File: config.mk
export PLATFORM = sky130hd
export DESIGN_NAME = lcd_write_sequencer_flat
export DESIGN_NICKNAME = d
export VERILOG_FILES = /design/src/rtl/lcd_write_sequencer_pkg.sv /design/src/rtl/lcd_write_sequencer_if.sv /design/src/rtl/lcd_write_sequencer_delay_counter.sv /design/src/rtl/lcd_write_sequencer.sv /design/src/flat_wrapper.sv
export SDC_FILE = /design/constraint.sdc
export NUM_CORES = 1
export LEC_CHECK = 0
export CORE_AREA = 2 2 86 88
export DETAILED_ROUTE_END_ITERATION = 12
export DIE_AREA = 0 0 88 90
export PLACE_DENSITY = 0.57
export SLEW_MARGIN = 40
export SYNTH_ARGS = -nofsm -noshare
export SYNTH_HDL_FRONTEND = slang
export SYNTH_SLANG_ARGS = --single-unit
File: constraint.sdc
create_clock -name Clock -period 3.2 [get_ports Clock]
set_clock_uncertainty 0.15 [all_clocks]
set_input_delay 0.48 -clock Clock [delete_from_list [all_inputs] [get_ports Clock]]
set_output_delay 0.48 -clock Clock [all_outputs]
set_load 0.01 [all_outputs]
File: src/rtl/lcd_write_sequencer_pkg.sv
// Shared definitions for the HD44780-style 4-bit LCD write sequencer:
// FSM encoding, init/config command bytes and default timings (50 MHz clocks).
package lcd_write_sequencer_pkg;

  typedef enum logic [3:0] {
    POWERON, INIT_NIB, INIT_WAIT, CFG_HI, CFG_GAP, CFG_LO, CFG_WAIT,
    IDLE, DATA_HI, DATA_GAP, DATA_LO, DATA_WAIT
  } state_t;

  typedef enum logic [1:0] { PH_SETUP, PH_EN, PH_HOLD } phase_t;

  localparam logic [3:0] INIT_NIB_8BIT = 4'h3;
  localparam logic [3:0] INIT_NIB_4BIT = 4'h2;

  localparam logic [7:0] CMD_FUNCTION_SET = 8'h28;
  localparam logic [7:0] CMD_ENTRY_MODE   = 8'h06;
  localparam logic [7:0] CMD_DISPLAY_ON   = 8'h0C;
  localparam logic [7:0] CMD_CLEAR        = 8'h01;

  localparam int unsigned DEF_T_POWERON = 750000;
  localparam int unsigned DEF_T_4100US  = 205000;
  localparam int unsigned DEF_T_100US   = 5000;
  localparam int unsigned DEF_T_40US    = 2000;
  localparam int unsigned DEF_T_1640US  = 82000;
  localparam int unsigned DEF_T_GAP     = 50;
  localparam int unsigned DEF_T_SETUP   = 2;
  localparam int unsigned DEF_T_EN      = 12;
  localparam int unsigned DEF_T_HOLD    = 1;

  // Three 0x3 wake-up nibbles, then 0x2 switches the panel to 4-bit mode.
  function automatic logic [3:0] init_nibble(input logic [1:0] idx);
    return (idx == 2'd3) ? INIT_NIB_4BIT : INIT_NIB_8BIT;
  endfunction

  function automatic logic [7:0] cfg_command(input logic [1:0] idx);
    case (idx)
      2'd0:    return CMD_FUNCTION_SET;
      2'd1:    return CMD_ENTRY_MODE;
      2'd2:    return CMD_DISPLAY_ON;
      default: return CMD_CLEAR;
    endcase
  endfunction

  function automatic int unsigned tmax(input int unsigned a, input int unsigned b);
    return (a > b) ? a : b;
  endfunction

endpackage

File: src/rtl/lcd_write_sequencer_if.sv
// Byte-producer handshake into the LCD write sequencer.
interface lcd_write_sequencer_if;
  logic [7:0] iData;
  logic       iData_Ready;
  logic       oReadyForData;

  modport master (output iData, output iData_Ready, input oReadyForData);
  modport slave  (input iData, input iData_Ready, output oReadyForData);
endinterface

File: src/rtl/lcd_write_sequencer_delay_counter.sv
// Loadable down-counter: a load of N (N=0 treated as 1) gives a done pulse in the Nth cycle after loading.
module lcd_delay_counter #(
  parameter int unsigned W = 8
) (
  input  logic         clk,
  input  logic         rst,
  input  logic         load,
  input  logic [W-1:0] load_val,
  output logic         done,
  output logic         busy
);

  logic [W-1:0] cnt_q, cnt_d;
  logic         busy_q, busy_d;

  always_comb begin
    cnt_d  = cnt_q;
    busy_d = busy_q;
    if (load) begin
      cnt_d  = (load_val == '0) ? '0 : load_val - W'(1);
      busy_d = 1'b1;
    end else if (busy_q) begin
      if (cnt_q == '0) busy_d = 1'b0;
      else             cnt_d  = cnt_q - W'(1);
    end
  end

  always_ff @(posedge clk) begin
    if (rst) begin
      cnt_q  <= '0;
      busy_q <= 1'b0;
    end else begin
      cnt_q  <= cnt_d;
      busy_q <= busy_d;
    end
  end

  assign done = busy_q && (cnt_q == '0);
  assign busy = busy_q;

endmodule

File: src/rtl/lcd_write_sequencer.sv
// 4-bit LCD write sequencer: power-on init, panel configuration, then one
// data byte per handshake, each byte sent as two strobed nibbles.
module lcd_write_sequencer
  import lcd_write_sequencer_pkg::*;
#(
  parameter int unsigned T_POWERON = DEF_T_POWERON,
  parameter int unsigned T_4100US  = DEF_T_4100US,
  parameter int unsigned T_100US   = DEF_T_100US,
  parameter int unsigned T_40US    = DEF_T_40US,
  parameter int unsigned T_1640US  = DEF_T_1640US,
  parameter int unsigned T_GAP     = DEF_T_GAP,
  parameter int unsigned T_SETUP   = DEF_T_SETUP,
  parameter int unsigned T_EN      = DEF_T_EN,
  parameter int unsigned T_HOLD    = DEF_T_HOLD
) (
  input  logic                 Clock,
  input  logic                 Reset,
  lcd_write_sequencer_if.slave host,
  output logic                 oLCD_Enabled,
  output logic                 oLCD_RegisterSelect,
  output logic                 oLCD_StrataFlashControl,
  output logic                 oLCD_ReadWrite,
  output logic [3:0]           oLCD_Data
);

  localparam int unsigned T_MAX = tmax(tmax(tmax(T_POWERON, T_4100US), tmax(T_100US, T_40US)),
                                       tmax(tmax(T_1640US, T_GAP), tmax(T_SETUP, tmax(T_EN, T_HOLD))));
  localparam int unsigned CNT_W = $clog2(T_MAX + 2);

  function automatic logic [CNT_W-1:0] ticks(input int unsigned t);
    return CNT_W'(t);
  endfunction

  function automatic logic [CNT_W-1:0] init_wait(input logic [1:0] idx);
    case (idx)
      2'd0:    return ticks(T_4100US);
      2'd1:    return ticks(T_100US);
      default: return ticks(T_40US);
    endcase
  endfunction

  state_t     state_q, state_d;
  phase_t     phase_q, phase_d;
  logic [1:0] idx_q, idx_d;
  logic [3:0] lo_nib_q, lo_nib_d;
  logic [3:0] nib_q, nib_d;
  logic       e_q, e_d, rs_q, rs_d, rdy_q, rdy_d;

  logic             load, cnt_done, cnt_busy, start_nib;
  logic [CNT_W-1:0] load_val;
  logic [3:0]       next_nib;
  logic [7:0]       cmd_cur, cmd_next;

  assign cmd_cur  = cfg_command(idx_q);
  assign cmd_next = cfg_command(idx_q + 2'd1);

  lcd_delay_counter #(.W(CNT_W)) u_delay (
    .clk(Clock), .rst(Reset), .load(load), .load_val(load_val),
    .done(cnt_done), .busy(cnt_busy)
  );

  always_comb begin
    state_d = state_q; phase_d = phase_q; idx_d = idx_q; lo_nib_d = lo_nib_q;
    nib_d = nib_q; e_d = e_q; rs_d = rs_q; rdy_d = rdy_q;
    load = 1'b0; load_val = '0; start_nib = 1'b0; next_nib = nib_q;
    unique case (state_q)
      POWERON: begin
        // The counter comes out of reset idle, so the power-on wait is armed here.
        if (!cnt_busy) begin
          load = 1'b1; load_val = ticks(T_POWERON);
        end else if (cnt_done) begin
          state_d = INIT_NIB; idx_d = 2'd0; start_nib = 1'b1; next_nib = init_nibble(2'd0);
        end
      end
      INIT_NIB, CFG_HI, CFG_LO, DATA_HI, DATA_LO: begin
        if (cnt_done) begin
          load = 1'b1;
          case (phase_q)
            PH_SETUP: begin phase_d = PH_EN;   e_d = 1'b1; load_val = ticks(T_EN);   end
            PH_EN:    begin phase_d = PH_HOLD; e_d = 1'b0; load_val = ticks(T_HOLD); end
            default: begin
              case (state_q)
                INIT_NIB: begin state_d = INIT_WAIT; load_val = init_wait(idx_q); end
                CFG_HI:   begin state_d = CFG_GAP;   load_val = ticks(T_GAP);     end
                CFG_LO:   begin
                  state_d  = CFG_WAIT;
                  load_val = (idx_q == 2'd3) ? ticks(T_1640US) : ticks(T_40US);
                end
                DATA_HI:  begin state_d = DATA_GAP;  load_val = ticks(T_GAP);     end
                default:  begin state_d = DATA_WAIT; load_val = ticks(T_40US);    end
              endcase
            end
          endcase
        end
      end
      INIT_WAIT: if (cnt_done) begin
        start_nib = 1'b1;
        if (idx_q == 2'd3) begin
          state_d = CFG_HI; idx_d = 2'd0; next_nib = cmd_next[7:4];
        end else begin
          state_d = INIT_NIB; idx_d = idx_q + 2'd1; next_nib = init_nibble(idx_q + 2'd1);
        end
      end
      CFG_GAP: if (cnt_done) begin
        state_d = CFG_LO; start_nib = 1'b1; next_nib = cmd_cur[3:0];
      end
      CFG_WAIT: if (cnt_done) begin
        if (idx_q == 2'd3) begin
          state_d = IDLE; rdy_d = 1'b1;
        end else begin
          state_d = CFG_HI; idx_d = idx_q + 2'd1; start_nib = 1'b1; next_nib = cmd_next[7:4];
        end
      end
      IDLE: if (host.iData_Ready) begin
        // Upper nibble goes straight out; only the lower one needs to survive the gap.
        state_d = DATA_HI; rdy_d = 1'b0; rs_d = 1'b1; lo_nib_d = host.iData[3:0];
        start_nib = 1'b1; next_nib = host.iData[7:4];
      end
      DATA_GAP: if (cnt_done) begin
        state_d = DATA_LO; start_nib = 1'b1; next_nib = lo_nib_q;
      end
      DATA_WAIT: if (cnt_done) begin
        state_d = IDLE; rdy_d = 1'b1;
      end
      default: state_d = POWERON;
    endcase
    if (start_nib) begin
      phase_d = PH_SETUP; e_d = 1'b0; nib_d = next_nib;
      load = 1'b1; load_val = ticks(T_SETUP);
    end
  end

  always_ff @(posedge Clock) begin
    if (Reset) begin
      state_q <= POWERON;
      phase_q <= PH_SETUP;
      idx_q   <= 2'd0;
      nib_q   <= 4'h0;
      e_q     <= 1'b0;
      rs_q    <= 1'b0;
      rdy_q   <= 1'b0;
    end else begin
      state_q <= state_d;
      phase_q <= phase_d;
      idx_q   <= idx_d;
      nib_q   <= nib_d;
      e_q     <= e_d;
      rs_q    <= rs_d;
      rdy_q   <= rdy_d;
    end
  end

  always_ff @(posedge Clock) lo_nib_q <= lo_nib_d;

  assign oLCD_Enabled            = e_q;
  assign oLCD_RegisterSelect     = rs_q;
  assign oLCD_Data               = nib_q;
  assign oLCD_StrataFlashControl = 1'b1;
  assign oLCD_ReadWrite          = 1'b0;
  assign host.oReadyForData      = rdy_q;

endmodule

File: src/flat_wrapper.sv
// flat-port wrapper written by rule: the top's interface ports become plain ports
module lcd_write_sequencer_flat import lcd_write_sequencer_pkg::*;
#(
  parameter int unsigned T_POWERON = DEF_T_POWERON,
  parameter int unsigned T_4100US  = DEF_T_4100US,
  parameter int unsigned T_100US   = DEF_T_100US,
  parameter int unsigned T_40US    = DEF_T_40US,
  parameter int unsigned T_1640US  = DEF_T_1640US,
  parameter int unsigned T_GAP     = DEF_T_GAP,
  parameter int unsigned T_SETUP   = DEF_T_SETUP,
  parameter int unsigned T_EN      = DEF_T_EN,
  parameter int unsigned T_HOLD    = DEF_T_HOLD
)
  (Clock, Reset, oLCD_Enabled, oLCD_RegisterSelect, oLCD_StrataFlashControl, oLCD_ReadWrite, oLCD_Data, host_iData, host_iData_Ready, host_oReadyForData);
  lcd_write_sequencer_if host_i ();
  input  logic Clock;
  input  logic Reset;
  output logic oLCD_Enabled;
  output logic oLCD_RegisterSelect;
  output logic oLCD_StrataFlashControl;
  output logic oLCD_ReadWrite;
  output logic [3:0] oLCD_Data;
  input wire logic [$bits(host_i.iData)-1:0] host_iData;
  input wire logic [$bits(host_i.iData_Ready)-1:0] host_iData_Ready;
  output wire logic [$bits(host_i.oReadyForData)-1:0] host_oReadyForData;
  assign host_i.iData = host_iData;
  assign host_i.iData_Ready = host_iData_Ready;
  assign host_oReadyForData = host_i.oReadyForData;
  lcd_write_sequencer #(.T_POWERON(T_POWERON), .T_4100US(T_4100US), .T_100US(T_100US), .T_40US(T_40US), .T_1640US(T_1640US), .T_GAP(T_GAP), .T_SETUP(T_SETUP), .T_EN(T_EN), .T_HOLD(T_HOLD)) u_core (.Clock(Clock), .Reset(Reset), .host(host_i), .oLCD_Enabled(oLCD_Enabled), .oLCD_RegisterSelect(oLCD_RegisterSelect), .oLCD_StrataFlashControl(oLCD_StrataFlashControl), .oLCD_ReadWrite(oLCD_ReadWrite), .oLCD_Data(oLCD_Data));
endmodule
After elaboration in Yosys (flattened, before gate mapping)

Index checks and enable logic that the tools add are counted.

$add $sub $neg: 3
Equal/unequal tests: 31
Mux-type cells: 65
Reduce and logical (&&, ||, !) cells: 24

Operators with widths:

| operator                                                             | number |
|---|---|
| 20-bit two-way mux                                                   | 7 |
| 20-bit case mux with 2 select lines                                  | 2 |
| 4-bit two-way mux                                                    | 19 |
| 20-bit case mux with 3 select lines                                  | 1 |
| 20-bit logical NOT                                                   | 2 |
| 20-bit by 1-bit subtractor with 20-bit output, second input constant | 2 |
| 18-bit case mux with 2 select lines                                  | 1 |
| 4-bit case mux with 8 select lines                                   | 1 |
| 4-bit case mux with 6 select lines                                   | 1 |
| 10-bit AND reduction                                                 | 2 |
| 2-bit by 1-bit != test with 1-bit output, second input constant      | 9 |
| 6-bit case mux with 3 select lines                                   | 1 |
| 17-bit two-way mux                                                   | 1 |
| 4-bit by 3-bit == test with 1-bit output, second input constant      | 4 |
| 4-bit == test, second input constant                                 | 4 |
| 4-bit case mux with 4 select lines                                   | 1 |
| 1-bit two-way mux                                                    | 15 |
| 2-bit two-way mux                                                    | 7 |
| 4-bit case mux with 3 select lines                                   | 1 |
| 2-bit == test, second input constant                                 | 4 |
| 4-bit by 2-bit == test with 1-bit output, second input constant      | 2 |
| 2-bit != test, second input constant                                 | 4 |
| 2-bit by 1-bit == test with 1-bit output, second input constant      | 3 |
| 2-bit logical NOT                                                    | 3 |
| other kinds (20)                                                     | 26 |

Register bits after elaboration: 40
Input port bits: 11
Output and inout port bits: 9
Logic and storage cells: 133

Depth between registers and ports, before layout

Depth in word-level cells: 10
Gate-level depth with buffers: 12
Gate-level depth less buffers: 12

By module

From an unflattened synthesis, not the netlist that was laid out.

Cell total of the unflattened synthesis: 429
Area, all modules: 3359.5 um2

Modules (own cells, without submodules):

| module              | times used | cells an instance | area each (um2) | sequential area each (um2) |
|---|---|---|---|---|
| lcd_delay_counter   | 1          | 229               | 1752.9          | 420.4 |
| lcd_write_sequencer | 1          | 200               | 1606.5          | 400.4 |

Worst setup path after synthesis

No wires, ideal clock.

Kind: reg2reg
Start: register u_core.u_delay.cnt_q[7]
End: register u_core.u_delay.cnt_q[12]
Setup time: 0.124 ns
Arrival time: 2.358 ns
Data required time: 2.926 ns
Slack: 0.568 ns
Stages on the path, launching flop included: 11
Buffers on the path: 0
Clock period less this slack: 2.632 ns
Cells stage by stage: dfxtp_1 > nor4_4 > nand4_4 > or2_2 > o21bai_1 > a21oi_1 > ha_1 > o21ai_0 > o21ai_0 > a31oi_1 > o22ai_1

Cells in the longest elaborated chain, start to end: 9
Elaborated cells on any way between the ends: 21

Ends and longest elaborated chain:

| what                                                                                | line                                                                             | text |
|---|---|---|
| start: declaration                                                                  | lcd_write_sequencer_delay_counter.sv:13                                          | `logic [W-1:0] cnt_q, cnt_d;` |
| start signal: assignment                                                            | lcd_write_sequencer_delay_counter.sv:33                                          | `cnt_q <= cnt_d;` |
| 20-bit logical NOT                                                                  | lcd_write_sequencer_delay_counter.sv:23, lcd_write_sequencer_delay_counter.sv:38 |  |
| 1-bit logical AND                                                                   | lcd_write_sequencer_delay_counter.sv:38                                          | `assign done = busy_q && (cnt_q == '0);` |
| 1-bit two-way mux                                                                   | n/a                                                                              |  |
| 1-bit two-way mux                                                                   | lcd_write_sequencer.sv:69                                                        | `if (!cnt_busy) begin` |
| 1-bit case mux with 4 select lines                                                  | lcd_write_sequencer.sv:66                                                        | `unique case (state_q)` |
| 20-bit two-way mux                                                                  | lcd_write_sequencer.sv:127                                                       | `if (start_nib) begin` |
| 20-bit by 1-bit subtractor with 20-bit output or 20-bit logical NOT (tied branches) | lcd_write_sequencer_delay_counter.sv:20                                          | `cnt_d = (load_val == '0) ? '0 : load_val - W'(1);` |
| 20-bit two-way mux                                                                  | lcd_write_sequencer_delay_counter.sv:20                                          |  |
| 20-bit two-way mux                                                                  | lcd_write_sequencer_delay_counter.sv:19                                          | `if (load) begin` |

Parallel ways exist; a longest one is shown, timed or not. The select of a mux whose other input is x is not followed.
A chain may end at the register's enable or synchronous reset.

Worst setup path after layout

Start: register u_core.u_delay.cnt_q[10]
End: register u_core.u_delay.cnt_q[12]

The elaborated chain is that of the path after synthesis.

==> flow_results.xml <==
<?xml version="1.0" encoding="UTF-8"?>
<metrics>
  <group name="sta">
    <metric name="rsz0062_at_grt" unit="">no</metric>
    <metric name="drv_slew" unit="">0</metric>
    <metric name="finalWorstSetupSlack" unit="ns">0.2508</metric>
    <metric name="slew_headroom" unit="%">58.76</metric>
    <metric name="period_share" unit="%">92.16</metric>
    <metric name="tightestPinTransition" unit="ns">0.6130</metric>
    <metric name="achievable-frequency" unit="MHz">339.1</metric>
    <metric name="final_hold_viol_count" unit="">0</metric>
    <metric name="setup_viol_count_final" unit="">0</metric>
    <metric name="period_minus_slack" unit="ns">2.949</metric>
    <metric name="setup_tns_final" unit="ns">0</metric>
  </group>
  <group name="run">
    <metric name="cap_viol_max_count" unit="">0</metric>
  </group>
  <group name="critical_path">
    <metric name="cp.required" unit="ns">3.22</metric>
    <metric name="criticalPathCategory" unit="">reg -&gt; reg</metric>
    <metric name="worstSetupEndpointType" unit="">register</metric>
    <metric name="rr_worst_depth" unit="">10</metric>
    <metric name="timing.rr.start" unit="">u_core.u_delay.cnt_q[10]</metric>
    <metric name="arrival" unit="ns">2.97</metric>
    <metric name="critPathMaxFanout" unit="">8</metric>
    <metric name="timing.critical_path.from_type" unit="">register</metric>
    <metric name="regToRegSetupSlack" unit="ns">0.25</metric>
    <metric name="worst_r2r_endpoint" unit="">u_core.u_delay.cnt_q[12]</metric>
  </group>
  <group name="hold_path">
    <metric name="hold_depth" unit="">2</metric>
    <metric name="hold_end" unit="">u_core.oLCD_RegisterSelect</metric>
    <metric name="holdCritPathClass" unit="">reg -&gt; reg</metric>
    <metric name="hold_path.startpoint" unit="">u_core.oLCD_RegisterSelect</metric>
  </group>
  <group name="pwr">
    <metric name="sw_frac_of_total" unit="%">31.22</metric>
    <metric name="power_spent_charging_and_discharging_nets" unit="mW">0.4137</metric>
    <metric name="clock_power_share" unit="%">32.9</metric>
    <metric name="cellPowerDensity" unit="nW/um2">418.0</metric>
    <metric name="power.combinational.fraction" unit="%">24.1</metric>
    <metric name="seqPwrFrac" unit="%">43.0</metric>
    <metric name="fin_total_pwr" unit="mW">1.325</metric>
    <metric name="intPower" unit="mW">0.9116</metric>
    <metric name="peakVddDrop" unit="mV">0.2503</metric>
    <metric name="power.static_leakage" unit="nW">1.083</metric>
  </group>
  <group name="detailed_routing">
    <metric name="routed_wire_per_std_cell" unit="um">16.06</metric>
    <metric name="drt_pre_antenna_iters" unit="">5</metric>
    <metric name="post-route-drc-count" unit="">0</metric>
    <metric name="final_antenna_net_count" unit="">0</metric>
    <metric name="route.vias.total" unit="">2672</metric>
    <metric name="dr.first_iter.drc_count" unit="">206</metric>
    <metric name="drt-total-wl" unit="mm">7.627</metric>
    <metric name="viasPerCell" unit="">5.625</metric>
  </group>
  <group name="placed_design">
    <metric name="detailedPlacementHpwl" unit="mm">5.856</metric>
    <metric name="worst_case_setup_slack_after_placement" unit="ns">0.2953</metric>
    <metric name="dp.cells" unit="">467</metric>
    <metric name="io_buffer_count" unit="">17</metric>
    <metric name="replace_congestion" unit="">0.8884</metric>
  </group>
  <group name="die">
    <metric name="floorplan.core_area" unit="um2">7020</metric>
    <metric name="die_area" unit="um2">7920</metric>
    <metric name="floorplan.initialDensity" unit="%">39.10</metric>
    <metric name="floorplan.die.height" unit="um">90</metric>
    <metric name="placement_rows" unit="">31</metric>
    <metric name="ioPinCount" unit="">20</metric>
    <metric name="die_width" unit="um">88</metric>
  </group>
  <group name="final_layout">
    <metric name="synthToLayoutAreaGrowth" unit="%">15.50</metric>
    <metric name="insertedDiodeCount" unit="">0</metric>
    <metric name="multiInputGateArea" unit="um2">1757</metric>
    <metric name="final_core_util" unit="%">45.16</metric>
    <metric name="fin_nets" unit="">397</metric>
    <metric name="layout-drive-gt1-share" unit="%">10.90</metric>
    <metric name="stdcell_count" unit="">475</metric>
    <metric name="layout.area.seq" unit="um2">822.0</metric>
    <metric name="fillCellCount" unit="">704</metric>
  </group>
  <group name="yosys">
    <metric name="share_of_the_synthesized_area_in_the_top_cell_type" unit="%">25.52</metric>
    <metric name="synthesis.area" unit="um2">2745</metric>
    <metric name="synth.ff_latch_count" unit="">39</metric>
    <metric name="yosys_warnings" unit="">0</metric>
    <metric name="edff_count_synth" unit="">4</metric>
    <metric name="synth.area.top_cells" unit="">sky130_fd_sc_hd__dfxtp_1, sky130_fd_sc_hd__nor2_1, sky130_fd_sc_hd__a21oi_1, sky130_fd_sc_hd__ha_1, sky130_fd_sc_hd__edfxtp_1</metric>
    <metric name="post-synth-top-count-cell" unit="">sky130_fd_sc_hd__nor2_1</metric>
    <metric name="yosysUniqueCellTypes" unit="">62</metric>
    <metric name="synth_common_cells" unit="">sky130_fd_sc_hd__nor2_1, sky130_fd_sc_hd__dfxtp_1, sky130_fd_sc_hd__a21oi_1, sky130_fd_sc_hd__nand2_1, sky130_fd_sc_hd__nand3_1</metric>
    <metric name="postSynthCellCount" unit="">354</metric>
    <metric name="share_of_the_yosys_chip_area_belonging_to_registers" unit="%">29.90</metric>
    <metric name="synth_top_cell_by_area" unit="">sky130_fd_sc_hd__dfxtp_1</metric>
    <metric name="syn_avg_cell_area" unit="um2">7.755</metric>
    <metric name="synth_async_sr_flop_share" unit="%">0</metric>
    <metric name="synth.net_count" unit="">376</metric>
    <metric name="synthFlopType" unit="">sky130_fd_sc_hd__dfxtp_1</metric>
  </group>
  <group name="global_routing">
    <metric name="grt_overflow" unit="">0</metric>
    <metric name="via_count_of_the_first_global_routing_pass" unit="">2556</metric>
    <metric name="grt_max_degree" unit="">27</metric>
    <metric name="grtUsageTotal" unit="%">20.44</metric>
    <metric name="antenna_found_initial" unit="">0</metric>
    <metric name="wire_length_of_the_first_global_routing_pass" unit="mm">12.99</metric>
  </group>
  <group name="clock_tree">
    <metric name="clock_path_buffers" unit="">2</metric>
    <metric name="reg_clk_slew_reported_paths" unit="ns">0.09</metric>
    <metric name="cts.root.buffer_cell" unit="">sky130_fd_sc_hd__clkbuf_8</metric>
    <metric name="number_of_h_tree_levels" unit="">2</metric>
    <metric name="clock_latency" unit="ns">0.30</metric>
    <metric name="cts_buffers" unit="">5</metric>
    <metric name="cts_setup_buffers" unit="">0</metric>
    <metric name="numClockSinks" unit="">39</metric>
    <metric name="cts_tree" unit="">done</metric>
  </group>
  <group name="status">
    <metric name="result_of_the_run" unit="">finished clean</metric>
  </group>
</metrics>
-- per-stage QoR --
step	hold slack [ns]	cell area, um2
after global placement	0.3065	3045
after floorplan	0.3301	2745
after CTS	0.3332	3169
after global routing	0.3726	3171
final	0.3374	3171
after detailed placement	0.3130	3052
-- critical path, stage by stage (launching register included) --
cell                       delay [ns]
sky130_fd_sc_hd__dfxtp_1         0.38
sky130_fd_sc_hd__nor4_4          0.49
sky130_fd_sc_hd__nand4_4         0.23
sky130_fd_sc_hd__or2_2           0.37
sky130_fd_sc_hd__o21bai_1        0.18
sky130_fd_sc_hd__a21oi_1         0.10
sky130_fd_sc_hd__ha_1            0.25
sky130_fd_sc_hd__o21ai_0         0.17
sky130_fd_sc_hd__o21ai_0         0.21
sky130_fd_sc_hd__a31oi_1         0.19
sky130_fd_sc_hd__o22ai_1         0.10
-- cells by family (layout without fill, tap and decap cells) --
group                    after synthesis  count (layout)  share of synthesized area, %
AO/OA/AOI/OAI                        108             108                         26.03
XOR/XNOR                              14              14                         4.467
adder cells (fa/ha/maj)               11              11                         5.014
buffers and inverters                 35              57                         6.335
flip-flops                            39              39                         29.90
multiplexers                           1               1                        0.3646
other                                  2               2                        0.2736
AND/OR/NAND/NOR                      144             144                         27.62
-- state kept, by name, summed over array words and instances (netlist names) --
| name | flops |
|---|---|
| u_core.state_q | 4 |
| u_core.idx_q | 2 |
| u_core.host.oReadyForData | 1 |
| u_core.phase_q | 2 |
| u_core.lo_nib_q | 4 |
| u_core.u_delay.cnt_q | 20 |
| u_core.oLCD_Data | 4 |
| u_core.u_delay.busy | 1 |
| u_core.oLCD_RegisterSelect | 1 |
-- timing repair --
action / in CTS / in global routing
hold buffers: 0 / 0
gates resized for setup: 0 / 1
setup endpoints to repair: 0 / 1
-- power by group through the flow --
stage | Clock, mW | Sequential (mW) | Combinational (mW)
3_3_place_gp | 0 | 0.579 | 0.316
5_1_grt | 0.470 | 0.576 | 0.352
4_1_cts | 0.452 | 0.568 | 0.318
6_report | 0.437 | 0.569 | 0.319
3_5_place_dp | 0 | 0.580 | 0.317
2_1_floorplan | 0 | 0.571 | 0.233
-- cell usage in the layout (no fill, tap or decap), drive strengths merged, types with 3 or more instances in the layout --
cell	instances
nor4	11
clkdlybuf4s50	17
dfxtp	35
clkbuf	6
nor3b	3
o22ai	11
and2	3
a21oi	32
xor2	6
buf	16
inv	16
nor3	15
nand2	33
nor2	43
o21ai	17
or3	3
edfxtp	4
ha	11
nand4	4
xnor2	8
a211oi	14
nand3	18
o21a	4
a31oi	6
-- worst max path at each step --
stage / startpoint / to / slack (ns) / cells after the start
after floorplan: u_core.u_delay.cnt_q[7] / u_core.u_delay.cnt_q[12] / 0.57 / 10
after global placement: u_core.state_q[1] / u_core.u_delay.cnt_q[17] / 0.30 / 7
after detailed placement: u_core.state_q[1] / u_core.u_delay.cnt_q[16] / 0.30 / 9
after CTS: u_core.state_q[1] / u_core.u_delay.cnt_q[16] / 0.27 / 9
after global routing: u_core.u_delay.cnt_q[10] / u_core.u_delay.cnt_q[12] / 0.02 / 10
final: u_core.u_delay.cnt_q[10] / u_core.u_delay.cnt_q[12] / 0.25 / 10
-- final cells by class --
class                   count  share of cell area (%)
repair buffers             33                   9.155
clock inverters             2                   1.105
multi-input cells         280                   55.41
clock buffers               6                   2.605
inverters                  16                   1.894
well taps                  99                   3.907
flip-flops and latches     39                   25.93
-- routing by layer --
layer	vias to the layer above	track usage, %	share of wire, %
li1	1338	-	-
met1	1248	26.69	45
met2	71	33.59	48
met3	15	3.949	4.6
met4	0	6.282	2.0
met5	-	0	0
(Power assumes the default switching activity.)
